**config.mk**
```make
export PLATFORM = sky130hd
export DESIGN_NAME = stack_mem_responder_flat
export DESIGN_NICKNAME = d
export VERILOG_FILES = /design/src/rtl/stack_mem_responder_if.sv /design/src/rtl/stack_mem_responder.sv /design/src/flat_wrapper.sv
export SDC_FILE = /design/constraint.sdc
export NUM_CORES = 2
export LEC_CHECK = 0
export CAP_MARGIN = 10
export CORE_AREA = 2 2 682 684
export DETAILED_ROUTE_END_ITERATION = 16
export DIE_AREA = 0 0 684 686
export DONT_BUFFER_PORTS = 1
export RECOVER_POWER = 25
export SYNTH_ARGS = -nofsm -noshare
export SYNTH_HDL_FRONTEND = slang
export SYNTH_SLANG_ARGS = --single-unit
```
**constraint.sdc**
```tcl
create_clock -name clk -period 10.8 [get_ports clk]
set_clock_uncertainty 0.05 [all_clocks]
set_input_delay 1.08 -clock clk [delete_from_list [all_inputs] [get_ports clk]]
set_output_delay 1.08 -clock clk [all_outputs]
set_load 0.02 [all_outputs]
```
**src/rtl/stack_mem_responder_if.sv**
```systemverilog
// CPU <-> stack memory port: address, write data, write enable, and the
// responder's read data plus status/debug outputs.
interface stack_mem_responder_if #(
    parameter int unsigned STACK_WIDTH = 16,
    parameter int unsigned STACK_SIZE  = 8
) ();
    logic [STACK_SIZE-1:0]  addr;
    logic [STACK_WIDTH-1:0] din;
    logic                   wen;
    logic [STACK_WIDTH-1:0] dout;
    logic                   ready;
    logic [STACK_SIZE-1:0]  high_water;
    logic                   err_busy_wr;

    modport master (
        output addr, din, wen,
        input  dout, ready, high_water, err_busy_wr
    );

    modport slave (
        input  addr, din, wen,
        output dout, ready, high_water, err_busy_wr
    );
endinterface

```
**src/rtl/stack_mem_responder.sv**
```systemverilog
// Stack memory responder: zero-fill after reset, 1-cycle write-first reads,
// high-water-mark tracking and a sticky write-while-busy error flag.
module stack_mem_responder #(
    parameter int unsigned STACK_WIDTH    = 16,
    parameter int unsigned STACK_SIZE     = 8,
    parameter bit          CLEAR_ON_RESET = 1'b1
) (
    input  logic                 clk,
    input  logic                 reset,
    stack_mem_responder_if.slave bus
);
    localparam int unsigned DEPTH = 2 ** STACK_SIZE;

    typedef enum logic {
        ST_CLEAR,
        ST_READY
    } state_t;

    state_t                  state, state_next;
    logic [STACK_SIZE-1:0]   cnt, cnt_next;
    logic                    mem_we;
    logic [STACK_SIZE-1:0]   mem_waddr;
    logic [STACK_WIDTH-1:0]  mem_wdata;
    logic [STACK_WIDTH-1:0]  mem [DEPTH];
    logic [STACK_WIDTH-1:0]  dout_q;
    logic [STACK_SIZE-1:0]   high_water_q;
    logic                    err_q;

    always_ff @(posedge clk) begin
        state <= state_next;
        cnt   <= cnt_next;
    end

    // Clear sequencer owns the RAM write port until the last entry is zeroed.
    always_comb begin
        state_next = state;
        cnt_next   = cnt;
        mem_we     = 1'b0;
        mem_waddr  = bus.addr;
        mem_wdata  = bus.din;
        if (reset) begin
            cnt_next = '0;
            if (CLEAR_ON_RESET) state_next = ST_CLEAR;
            else                state_next = ST_READY;
        end else begin
            case (state)
                ST_CLEAR: begin
                    mem_we    = 1'b1;
                    mem_waddr = cnt;
                    mem_wdata = '0;
                    cnt_next  = cnt + 1'b1;
                    if (cnt == '1) state_next = ST_READY;
                end
                ST_READY: mem_we = bus.wen;
                default:  state_next = ST_READY;
            endcase
        end
    end

    always_ff @(posedge clk) begin
        if (mem_we) mem[mem_waddr] <= mem_wdata;
    end

    // Write data bypasses the array so a same-address read never sees stale data.
    always_ff @(posedge clk) begin
        if (reset) begin
            dout_q       <= '0;
            high_water_q <= '0;
            err_q        <= 1'b0;
        end else if (state == ST_CLEAR) begin
            dout_q <= '0;
            if (bus.wen) err_q <= 1'b1;
        end else begin
            dout_q <= bus.wen ? bus.din : mem[bus.addr];
            if (bus.wen && (bus.addr > high_water_q)) high_water_q <= bus.addr;
        end
    end

    assign bus.dout        = dout_q;
    assign bus.ready       = (state == ST_READY);
    assign bus.high_water  = high_water_q;
    assign bus.err_busy_wr = err_q;
endmodule
```
**src/flat_wrapper.sv**
```systemverilog
// flat-port wrapper written by rule: the top's interface ports become plain ports
module stack_mem_responder_flat 
#(
    parameter int unsigned STACK_WIDTH    = 16,
    parameter int unsigned STACK_SIZE     = 8,
    parameter bit          CLEAR_ON_RESET = 1'b1
)
  (clk, reset, bus_addr, bus_din, bus_wen, bus_dout, bus_ready, bus_high_water, bus_err_busy_wr);
  stack_mem_responder_if #(.STACK_WIDTH(STACK_WIDTH), .STACK_SIZE(STACK_SIZE)) bus_i ();
  input  logic clk;
  input  logic reset;
  input wire logic [$bits(bus_i.addr)-1:0] bus_addr;
  input wire logic [$bits(bus_i.din)-1:0] bus_din;
  input wire logic [$bits(bus_i.wen)-1:0] bus_wen;
  output wire logic [$bits(bus_i.dout)-1:0] bus_dout;
  output wire logic [$bits(bus_i.ready)-1:0] bus_ready;
  output wire logic [$bits(bus_i.high_water)-1:0] bus_high_water;
  output wire logic [$bits(bus_i.err_busy_wr)-1:0] bus_err_busy_wr;
  assign bus_i.addr = bus_addr;
  assign bus_i.din = bus_din;
  assign bus_i.wen = bus_wen;
  assign bus_dout = bus_i.dout;
  assign bus_ready = bus_i.ready;
  assign bus_high_water = bus_i.high_water;
  assign bus_err_busy_wr = bus_i.err_busy_wr;
  stack_mem_responder #(.STACK_WIDTH(STACK_WIDTH), .STACK_SIZE(STACK_SIZE), .CLEAR_ON_RESET(CLEAR_ON_RESET)) u_core (.clk(clk), .reset(reset), .bus(bus_i));
endmodule
```
==> results.tsv <==
stage	metric	value	unit
clock_network	root_buffer	clkbuf_16	
worst_setup_path	startpoint	u_core.bus.ready$_SDFF_PP0_	
floorplanning	core	462000	µm²
power	p_clk_share	42.7	%
power	switching_share	21.7	%
grt	antenna_found_initial	37	
route	firstDrtPassIters	6	
place	placed_cell_area	169000	µm²
min_path	min_path_type	input port to flop	
yosys	synth_top_area_share	76.4	%
yosys	synth_area_leaders	edfxtp_1 76%, mux4_2 8.9%, mux2i_1 5.2%	
sta	finalCriticalPeriod	8440	ps
worst_setup_path	ff2ff_path_depth	4	
yosys	syn-cell-area	161000	µm²
yosys	yosysWarnings	0	
grt	grt_pass1_vias	82017	
power	comb_power_share	4.9	%
place	placedCellCount	14120	
cells_and_area	fin_cells	14924	
sta	worst_slew_margin_rel	-226	%
clock_network	path_clk_slew	60	ps
place	port_buffers	0	
min_path	min_path_cells	1	
clock_network	cts_resized	0	
clock_network	cts_hold_buf	0	
yosys	syn_nets	8124	
flow_run	cap_violations	17	
power	irDropWorstVdd	0.000157	V
route	drt_iter0_markers	12741	
grt	grt_overflow_total	0	
sta	slew_violations	1061	
sta	hold_viol_final	0	
route	drc	0	
worst_setup_path	crit_required	11160	ps
cells_and_area	multi_input_area	34500	µm²
worst_setup_path	r2r_end	u_core.mem[11][9]$_DFFE_PP_	
route	wl_per_cell	31.4	µm
clock_network	cts_setup_buffers	0	
worst_setup_path	rrSetupSlack	2360	ps
yosys	synthArstFlopShare	0	%
worst_setup_path	end_kind	flop	
worst_setup_path	max_stage_delay	2470	ps
cells_and_area	nets	8406	
worst_setup_path	critPathSlowestCell	and2_0	
worst_setup_path	worstPathMaxFanout	89	
yosys	yosysSeqAreaShare	76.8	%
yosys	yosysTopAreaCell	edfxtp_1	
outcome	status	finished with violations	
clock_network	cts_max_level	5	
yosys	synth_edf_count	4096	
worst_setup_path	crit_type	flop to flop	
clock_network	cts_inserted_buffers	416	
clock_network	clock_sinks	4130	
cells_and_area	fillers	40867	
sta	setup_violations	0	
floorplanning	initial_core_util	34.9	%
worst_setup_path	path_cells	clkbuf_1 > or2_0 > and2_0 > clkbuf_2	
sta	layout_worst_path_cycle_share	78.2	%
route	vias	84413	
power	p_total	0.0337	W
yosys	avgSynthCellArea	19.9	µm²
worst_setup_path	crit_arrival	8800	ps
floorplanning	die_height	686	µm
yosys	synth_seq_cells	4130	
cells_and_area	final_area	183000	µm²
place	place_congestion	0.845	
worst_setup_path	regToRegStartpoint	u_core.bus.ready$_SDFF_PP0_	
floorplanning	io_pins	53	
route	antenna_left	0	
sta	max_freq	118	MHz
route	wirelength	468000	µm
yosys	synth_cell_types	78	
clock_network	worstSkewPairLatency	1030	ps
floorplanning	die-area	469000	µm²
cells_and_area	register_area	124000	µm²
worst_setup_path	crit_end	u_core.mem[11][9]$_DFFE_PP_	
cells_and_area	syn2layout_area_growth	13.5	%
power	p_sw	0.00731	W
place	hpwl	263000	µm
sta	rsz0062_at_grt	no	
floorplanning	die_x	684	µm
outcome	violations	max-capacitance violations, max-slew violations	
cells_and_area	drive_above_1_share	19.9	%
power	p_seq_share	52.4	%
yosys	synthFlopType	edfxtp_1	
route	avgViaCountPerCell	5.66	
clock_network	cts_buffer_depth	4	
power	p_leak	58.5	nW
worst_setup_path	cp-start-kind	flop	
grt	grt_max_degree	627	
floorplanning	num_rows	250	
yosys	synthCells	8088	
power	p_int	0.0264	W
power	power_per_cell_area	184	nW/µm²
sta	setup_tns	0	ps
clock_network	cts_tree	built	
grt	grt_pass1_wl	646000	µm
grt	grt_usage	19.2	%
sta	worst_slew_pin_slew	4890	ps
metrics by stage:
stage          hold slack (ps)  worst slack (ps)  utilization, %
2_1_floorplan              449              4510               -
3_3_place_gp               503              4030            36.6
3_5_place_dp               540              3980            36.6
4_1_cts                   43.3              5060            39.5
5_1_grt                   85.4              2180            39.5
6_report                   141              2360            39.5
power by group through the flow:
stage	clock (W)	combinational [W]	sequential, W
6_report	0.0144	0.00164	0.0177
3_5_place_dp	0	0.00156	0.0180
4_1_cts	0.0145	0.00157	0.0176
5_1_grt	0.0151	0.00170	0.0176
3_3_place_gp	0	0.00154	0.0180
2_1_floorplan	0	0.00102	0.0180
cells in the mapped netlist (all sizes together), types with 7 or more instances:
cell type and instances:
a2111oi 8, a211oi 19, a21o 16, a21oi 213
a22oi 8, a2bb2oi 8, a311oi 7, a31oi 53
a32oi 8, and2 32, and3 19, buf 300
clkbuf 205, dfxtp 34, edfxtp 4096, ha 9
inv 13, mux2i 837, mux4 639, nand2 209
nand3 96, nand4 9, nor2 427, nor2b 9
nor3 34, o211ai 14, o21a 23, o21ai 122
o21bai 7, o221ai 245, o22a 13, o22ai 222
o311ai 11, o31ai 19, or3 10
worst min path at each step:
stage               slack, ps                             endpoint                                start
floorplan                 450          u_core.bus.ready$_SDFF_PP0_           u_core.cnt[7]$_SDFFE_PP0N_
global placement          500           u_core.cnt[1]$_SDFFE_PP0N_           u_core.cnt[1]$_SDFFE_PP0N_
detailed placement        540  u_core.bus.err_busy_wr$_SDFFE_PP0P_  u_core.bus.err_busy_wr$_SDFFE_PP0P_
CTS                        40           u_core.cnt[7]$_SDFFE_PP0N_                                reset
global route               90           u_core.cnt[7]$_SDFFE_PP0N_                                reset
finish                    140           u_core.cnt[5]$_SDFFE_PP0N_                                reset
layout make-up:
class | count | area share, %
flip-flops and latches | 4130 | 67.7
multi-input cells | 3440 | 18.9
clock buffers | 531 | 6.10
well taps | 6174 | 4.23
repair buffers | 369 | 1.70
clock inverters | 242 | 1.34
inverters | 13 | 0.0349
diodes | 25 | 0.0342
layout by cell type (no fill, tap or decap), types with 37 or more instances in the layout:
master	instances
nand2_1	207
o21ai_0	110
o22ai_1	222
clkbuf_16	421
nor2_2	90
nor2_1	335
o221ai_1	244
clkinv_2	76
mux4_2	639
edfxtp_1	4096
clkinv_1	84
mux2i_1	837
nand3_1	82
a31oi_1	53
buf_4	329
bufinv_16	37
clkbuf_1	105
a21oi_1	213
layer usage:
layer  wire (µm)  up-vias  global-route usage (%)
met5         145        -                       0
met4       18400       22                    6.92
met3       46900      773                    4.23
met2      214000     4508                    29.9
met1      189000    44989                    26.6
li1            -    34121                       -
worst max-delay path: cells and delay by family, from the launching register on:
kind / cells / cell delay [ps]
AND/OR/NAND/NOR: 2 / 4530
buffers and inverters: 2 / 2750
flip-flops: 1 / 300
state kept, by name (all words and copies together), names as in the netlist:
signal                  flops
u_core.bus.dout            16
u_core.cnt                  8
u_core.bus.ready            1
u_core.bus.high_water       8
u_core.bus.err_busy_wr      1
u_core.mem               4096
cells by family after synthesis:
family                   share of synthesized area (%)
AO/OA/AOI/OAI                                     4.55
buffers and inverters                             2.03
multiplexers                                      14.2
XOR/XNOR                                        0.0381
adder cells (fa/ha/maj)                         0.0699
AND/OR/NAND/NOR                                   2.34
flip-flops                                        76.8
Note: power is estimated with default switching activity, not from simulation.
